`config.mk`:
```
export PLATFORM = sky130hd
export DESIGN_NAME = pipe_fork_stage
export DESIGN_NICKNAME = d
export VERILOG_FILES = /design/src/rtl/pipe_pkg.sv /design/src/rtl/pipe_fork_tracker.sv /design/src/rtl/pipe_fork_stage.sv
export SDC_FILE = /design/constraint.sdc
export NUM_CORES = 1
export LEC_CHECK = 0
export ABC_AREA = 0
export CORE_ASPECT_RATIO = 1.2
export CORE_MARGIN = 1.5
export CORE_UTILIZATION = 57
export DETAILED_ROUTE_END_ITERATION = 6
export HOLD_SLACK_MARGIN = 0.03
export PLACE_DENSITY = 0.93
export SLEW_MARGIN = 10
export SYNTH_ARGS = -nofsm -noshare
export SYNTH_HDL_FRONTEND = slang
export SYNTH_HIERARCHICAL = 1
export SYNTH_SLANG_ARGS = --single-unit
```
`constraint.sdc`:
```
create_clock -name clk -period 3.5 [get_ports clk]
set_input_delay 0.525 -clock clk [delete_from_list [all_inputs] [get_ports clk]]
set_output_delay 0.525 -clock clk [all_outputs]
set_load 0.01 [all_outputs]
```
`src/rtl/pipe_pkg.sv`:
```
// Shared pipeline definitions: handshake helper, default widths and the
// stage/opcode enums the CPU pipeline stages are moving onto.
package pipe_pkg;
  localparam int PIPE_DATA_W = 32;

  typedef enum logic [2:0] {
    STAGE_S0,
    STAGE_S1,
    STAGE_S2,
    STAGE_SB3,
    STAGE_WB
  } stage_e;

  typedef enum logic [3:0] {
    OP_NOP,
    OP_ALU,
    OP_LOAD,
    OP_STORE,
    OP_BRANCH,
    OP_SPAWN
  } op_e;

  function automatic logic xfer(input logic valid, input logic ready);
    return valid && ready;
  endfunction
endpackage

```
`src/rtl/pipe_fork_tracker.sv`:
```
// Per-consumer done bits for the head entry of a fork stage; decides
// per-channel valid and when the head has reached every masked consumer.
module pipe_fork_tracker
  import pipe_pkg::*;
#(
  parameter int NUM_OUT = 2
) (
  input  logic               clk,
  input  logic               reset,
  input  logic               flush,
  input  logic               head_vld,
  input  logic [NUM_OUT-1:0] head_dest,
  input  logic [NUM_OUT-1:0] out_ready,
  output logic [NUM_OUT-1:0] out_valid,
  output logic               retire
);
  logic [NUM_OUT-1:0] r_done;
  logic [NUM_OUT-1:0] w_xfer;
  logic [NUM_OUT-1:0] w_met;

  for (genvar i = 0; i < NUM_OUT; i++) begin : g_ch
    assign out_valid[i] = head_vld && head_dest[i] && !r_done[i] && !flush;
    assign w_xfer[i]    = xfer(out_valid[i], out_ready[i]);
    // A channel is satisfied if it is not a destination, already took the
    // head, or is taking it right now.
    assign w_met[i]     = !head_dest[i] || r_done[i] || w_xfer[i];

    always_ff @(posedge clk) begin
      if (reset || flush || retire) r_done[i] <= 1'b0;
      else if (w_xfer[i])           r_done[i] <= 1'b1;
    end
  end

  assign retire = head_vld && !flush && (&w_met);
endmodule

```
`src/rtl/pipe_fork_stage.sv`:
```
// Ready/valid stage register with a DEPTH-entry buffer that eagerly forks
// each entry to the consumers named in its destination mask.
module pipe_fork_stage
  import pipe_pkg::*;
#(
  parameter int DATA_W  = PIPE_DATA_W,
  parameter int NUM_OUT = 2,
  parameter int DEPTH   = 2,
  parameter int CNT_W   = $clog2(DEPTH + 1)
) (
  input  logic               clk,
  input  logic               reset,
  input  logic               flush,
  input  logic               in_valid,
  output logic               in_ready,
  input  logic [DATA_W-1:0]  in_data,
  input  logic [NUM_OUT-1:0] in_dest,
  output logic [NUM_OUT-1:0] out_valid,
  input  logic [NUM_OUT-1:0] out_ready,
  output logic [DATA_W-1:0]  out_data,
  output logic [CNT_W-1:0]   count
);
  localparam int PTR_W = $clog2(DEPTH);
  localparam logic [CNT_W-1:0] DEPTH_C = CNT_W'(DEPTH);

  logic [DATA_W-1:0]  r_data [DEPTH];
  logic [NUM_OUT-1:0] r_dest [DEPTH];
  logic [PTR_W-1:0]   r_head, r_tail;
  logic [CNT_W-1:0]   r_count;
  logic [DATA_W-1:0]  r_last;

  logic w_head_vld, w_push, w_retire;

  assign w_head_vld = (r_count != '0);
  // Ready comes from registered occupancy only, so a pop never frees a slot
  // for the same cycle.
  assign in_ready   = (r_count < DEPTH_C) && !reset;
  assign w_push     = xfer(in_valid, in_ready) && !flush && (|in_dest);
  assign count      = r_count;
  assign out_data   = w_head_vld ? r_data[r_head] : r_last;

  pipe_fork_tracker #(.NUM_OUT(NUM_OUT)) u_tracker (
    .clk       (clk),
    .reset     (reset),
    .flush     (flush),
    .head_vld  (w_head_vld),
    .head_dest (r_dest[r_head]),
    .out_ready (out_ready),
    .out_valid (out_valid),
    .retire    (w_retire)
  );

  always_ff @(posedge clk) begin
    if (reset) begin
      for (int i = 0; i < DEPTH; i++) begin
        r_data[i] <= '0;
        r_dest[i] <= '0;
      end
      r_head  <= '0;
      r_tail  <= '0;
      r_count <= '0;
      r_last  <= '0;
    end else begin
      r_last <= out_data;
      if (flush) begin
        r_count <= '0;
        r_tail  <= r_head;
      end else begin
        if (w_push) begin
          r_data[r_tail] <= in_data;
          r_dest[r_tail] <= in_dest;
          r_tail         <= r_tail + PTR_W'(1);
        end
        if (w_retire) r_head <= r_head + PTR_W'(1);
        r_count <= r_count + CNT_W'(w_push) - CNT_W'(w_retire);
      end
    end
  end

  a_no_overflow: assert property (@(posedge clk) disable iff (reset)
    r_count <= DEPTH_C);
  a_no_underflow: assert property (@(posedge clk) disable iff (reset)
    (r_count == '0) |-> !w_retire);
endmodule

```
Yosys cells after proc, flatten, opt, wreduce, memory -nomap -nowiden
Memory sizes are Yosys's and may differ from the RTL's. A register that Yosys moved wholly into a read port is not among the register bits.
Cells that the tools add are included.
{ "totals": {"mem_count": 2, "in_bits": 40, "elab_cells": 67, "out_inout_bits": 37, "reg_bits": 38, "ram_bits": 68} }
{ "mem_list": {"columns": ["name", "words", "word_bits", "rd", "rd_ports_with_merged_regs", "wr", "line_no", "source"], "rows": [
  ["r_data", 2, 32, 1, 1, 2, "pipe_fork_stage.sv:26", "logic [DATA_W-1:0] r_data [DEPTH];"],
  ["r_dest", 2, 2, 1, 1, 2, "pipe_fork_stage.sv:27", "logic [NUM_OUT-1:0] r_dest [DEPTH];"]
]} }
{ "op_classes": {"reduce_logical": 34, "n_lt_le_gt_ge": 1, "add_sub_neg": 4, "n_mux": 19, "bitwise_logic": 1} }
{ "ops": {"columns": ["op", "count"], "rows": [
  ["$mux 32", 2],
  ["$reduce_or 32->1", 1],
  ["$mux 1", 16],
  ["$logic_and 1x1->1", 14],
  ["$logic_not 1->1", 6],
  ["$logic_or 1x1->1", 6],
  ["$reduce_or 2->1", 3],
  ["$reduce_and 2->1", 2],
  ["$reduce_bool 2->1", 2],
  ["$add 1x1->1 const B", 2],
  ["$add 2x1->2", 1],
  ["$lt 2x2->1 const B", 1],
  ["$mux 2", 1],
  ["$sub 2x1->2", 1],
  ["$not 1->1", 1]
]} }

Depth between registers and ports, before layout
{ "depth": {"word_depth": 11, "depth_mapped": 12, "ltp_nobuf": 9} }

By module
The synthesis kept the hierarchy.
{ "modules_own_cells": {"columns": ["mod", "seq_area_each_um2", "instances", "area_per_inst_um2", "cells_per_inst"], "rows": [
  ["pipe_fork_stage", 2782.7, 1, 4384.2, 356],
  ["pipe_fork_tracker", 40.0, 1, 128.9, 14]
]} }

Least setup slack after synthesis
Ideal clock, no wire load.
{ "synth_timing": {"path_type": "register to register", "startpoint": "register with a tool-made name", "endpoint": "register r_count[1] (netlist: count[1])", "t_required_ns": 3.383, "path_stages_with_launch": 12, "arrival_time_ns": 2.197, "synth_period_minus_slack_ns": 2.314, "setup_ns": 0.117, "n_path_buf": 2, "setup_slack_ns": 1.186, "cell_sequence": "dfxtp_1 buf_2 buf_2 mux2_2 nor3b_1 nor3_1 ha_1 inv_1 ha_1 xor2_1 and2_1 nor3_1"} }
{ "synth_lines": {"columns": ["item", "line_no", "source"], "rows": [
  ["end signal: assignment", "pipe_fork_stage.sv:75", "r_count <= r_count + CNT_W'(w_push) - CNT_W'(w_retire);"],
  ["end: declaration", "pipe_fork_stage.sv:29", "logic [CNT_W-1:0] r_count;"]
]} }

==> impl_metrics.toml <==
[synth]
synth-edff-count = 68
yosysUniqueCellTypes = 31
avgSynthCellArea_um2 = 12.20
synthesis.area_mm2 = 0.004513
synth_seq_cells = 107
synth.top_cell.area_share = 0.4525
synth-seq-area-share = 0.6255
synthTopCellsByArea = "edfxtp_1 (45%), dfxtp_1 (17%), and2_1 (9.6%)"
synth.most_common_cell = "and2_1"
syn-num-nets = 412
ys.flop_type = "edfxtp_1"
async_flop_share = 0
synth.largest_area_cell = "edfxtp_1"
syn_inst = 370
netlist_top_cells_count = "and2_1 (69), edfxtp_1 (68), nor2_1 (40), dfxtp_1 (39)"
ys_warn_count = 6

[placement]
place_congestion = 0.7759
io_buffer_count = 76
dpl.hpwl_um = 5666
placed_cell_area_mm2 = 0.005368
pre_cts_ws_ns = 0.7750

[critical_path]
path_cells = "buf_4 > mux2i_1 > a21oi_1 > clkdlybuf4s50_1"
cp.required_ns = 2.97
end_kind = "primary output"
critical_path.slowest_cell = "dfxtp_2"
path_max_fanout = 18
startpoint_type = "flop"
critical_path_class = "reg -> out"
cpPeakStageDelay_ns = 0.71
cp.arrival_ns = 2.45

[sta]
fin_ws_ns = 0.5254
report.final.setup_viol = 0
clock_skew_ns = 0.01407
relSlewSlack = 0.6203
hold_violations = 0
fin_crit_sh = 0.8499
rsz0062_at_grt = "no"
setup_tns_ns = 0
drv_slew = 0
fmax_mhz = 336.2
period_needed_ns = 2.975
tightest_slew_ns = 0.5695

[global_route]
grt_max_degree = 52
grt_pass1_vias = 2899
antenna_found_initial = 0
grt_pass1_wl_um = 13520
overflow = 0
grt_usage = 0.2070

[run]
max-cap-violations = 0

[run_status]
status = "finished, final reports clean"

[power]
seqPwrFrac = 0.576
pwr-share-clk = 0.321
p_per_area_mw_per_mm2 = 439.0
ir_worst_vdd_mv = 0.3041
internal_power_mw = 1.866
net-switching-power_uw = 581.1
p_leak_nw = 1.959
swShare = 0.2375
p_comb_frac = 0.104

[drt]
viasPerCell = 5.479
drc = 0
wl_per_cell_um = 15.83
wl_um = 8483
dr.pass1.iters = 5
num_vias = 2937
ant_nets = 0
drt-initial-drc-count = 121

[layout]
diodes = 0
area_growth_pct = 23.51
design_area_mm2 = 0.005574
nets = 481
drive_above_1_share = 0.07883

[cts]
cts_buffers = 9
cts_root_buf = "clkbuf_8"
cts_hold_buf = 0
clock_path_buffers = 2
cts_setup_buffers = 0
clk_pin_slew_ns = 0.11
clk_latency_ns = 0.37
cts_num_sinks = 107
htreeDepth = 3
cts_tree = "done"
cts_resized = 0

[floorplan]
ios = 77
die_h_um = 100.5
start_util = 0.5889
fp.dieW_um = 84.23
die-area_mm2 = 0.008463
core_area_mm2 = 0.007664
num_rows = 35

[hold_path]
hold_path.class = "in -> reg"
==> worst paths after layout <==
check	depth (start not counted)	start	slack, ns	endpoint
setup / recovery	4	flop	0.53	out_data[3]
hold / removal	3	reset	0.50	count[0]
hold reg to reg	2	r_last[20]	0.54	r_last[20]
setup reg to reg	9	flop	0.95	count[1]
==> metal layers <==
metal,vias up,global-route usage,routed length (um),share of wire
li1,1473,-,-,-
met1,1384,0.2404,3464,0.41
met2,69,0.3754,4577,0.54
met3,11,0.03931,323,0.038
met4,0,0.08701,117,0.014
met5,-,0,0,0
==> metrics by stage <==
| step | hold slack, ns | util | instances | power, mW |
|---|---|---|---|---|
| after floorplan | 0.4883 | - | 370 | 1.552 |
| after global placement | 0.5153 | 0.7004 | 520 | 1.679 |
| after detailed placement | 0.5202 | 0.7004 | 520 | 1.692 |
| after CTS | 0.4830 | 0.7273 | 536 | 2.458 |
| after global routing | 0.4874 | 0.7273 | 536 | 2.522 |
| final | 0.4954 | 0.7273 | 536 | 2.447 |
==> power by group through the flow <==
stage	Clock, mW	Combinational, mW	Sequential [mW]
after floorplan	0	0.120	1.43
after global placement	0	0.245	1.43
after detailed placement	0	0.254	1.44
after CTS	0.794	0.256	1.41
after global routing	0.833	0.275	1.41
final	0.785	0.254	1.41
==> state kept, by name, summed over array words and instances (netlist names), named ones only <==
name and flops:
r_head 1, r_dest 4, r_last 32, count 2, u_tracker/r_done 2, r_tail 1, r_data 64
==> worst max-delay path, delay by kind of cell, from the launching register on <==
kind	cells	cell delay (ns)
buffers and inverters	2	0.91
flip-flops	1	0.71
AO/OA/AOI/OAI	1	0.11
multiplexers	1	0.33
==> cell usage in the layout (no fill, tap or decap), types with 2 or more instances in the layout <==
cell type / n
a211oi_1: 32
a21oi_1: 32
and2_1: 69
buf_12: 3
buf_4: 4
clkbuf_8: 9
clkdlybuf4s50_1: 75
dfxtp_1: 38
edfxtp_1: 68
ha_1: 2
inv_1: 4
inv_6: 2
inv_8: 2
mux2_2: 2
mux2i_1: 32
nand2b_1: 2
nor2_1: 40
nor3_1: 2
nor3b_1: 4
or2_2: 2
or2_4: 2
or3_1: 2
==> area by class of cell <==
| type | instances | area (um2) |
|---|---|---|
| clock inverter | 7 | 82.58 |
| multi-input combinational | 234 | 1568 |
| tap | 92 | 115.1 |
| timing repair buffer | 83 | 845.8 |
| inverter | 4 | 15.01 |
| fill | 501 | 2090 |
| clock buffer | 9 | 123.9 |
| sequential | 107 | 2824 |
==> cell families (layout without fill, tap and decap cells) <==
family,Yosys count,in the layout,synth area share
compound gates,69,69,0.09842
mux,34,34,0.07596
flops,107,107,0.6255
fa+ha+maj,2,2,0.005544
buf+inv,29,103,0.02772
xor+xnor,2,2,0.003882
simple gates,127,127,0.1630
Power figures use the tool's default switching activity.
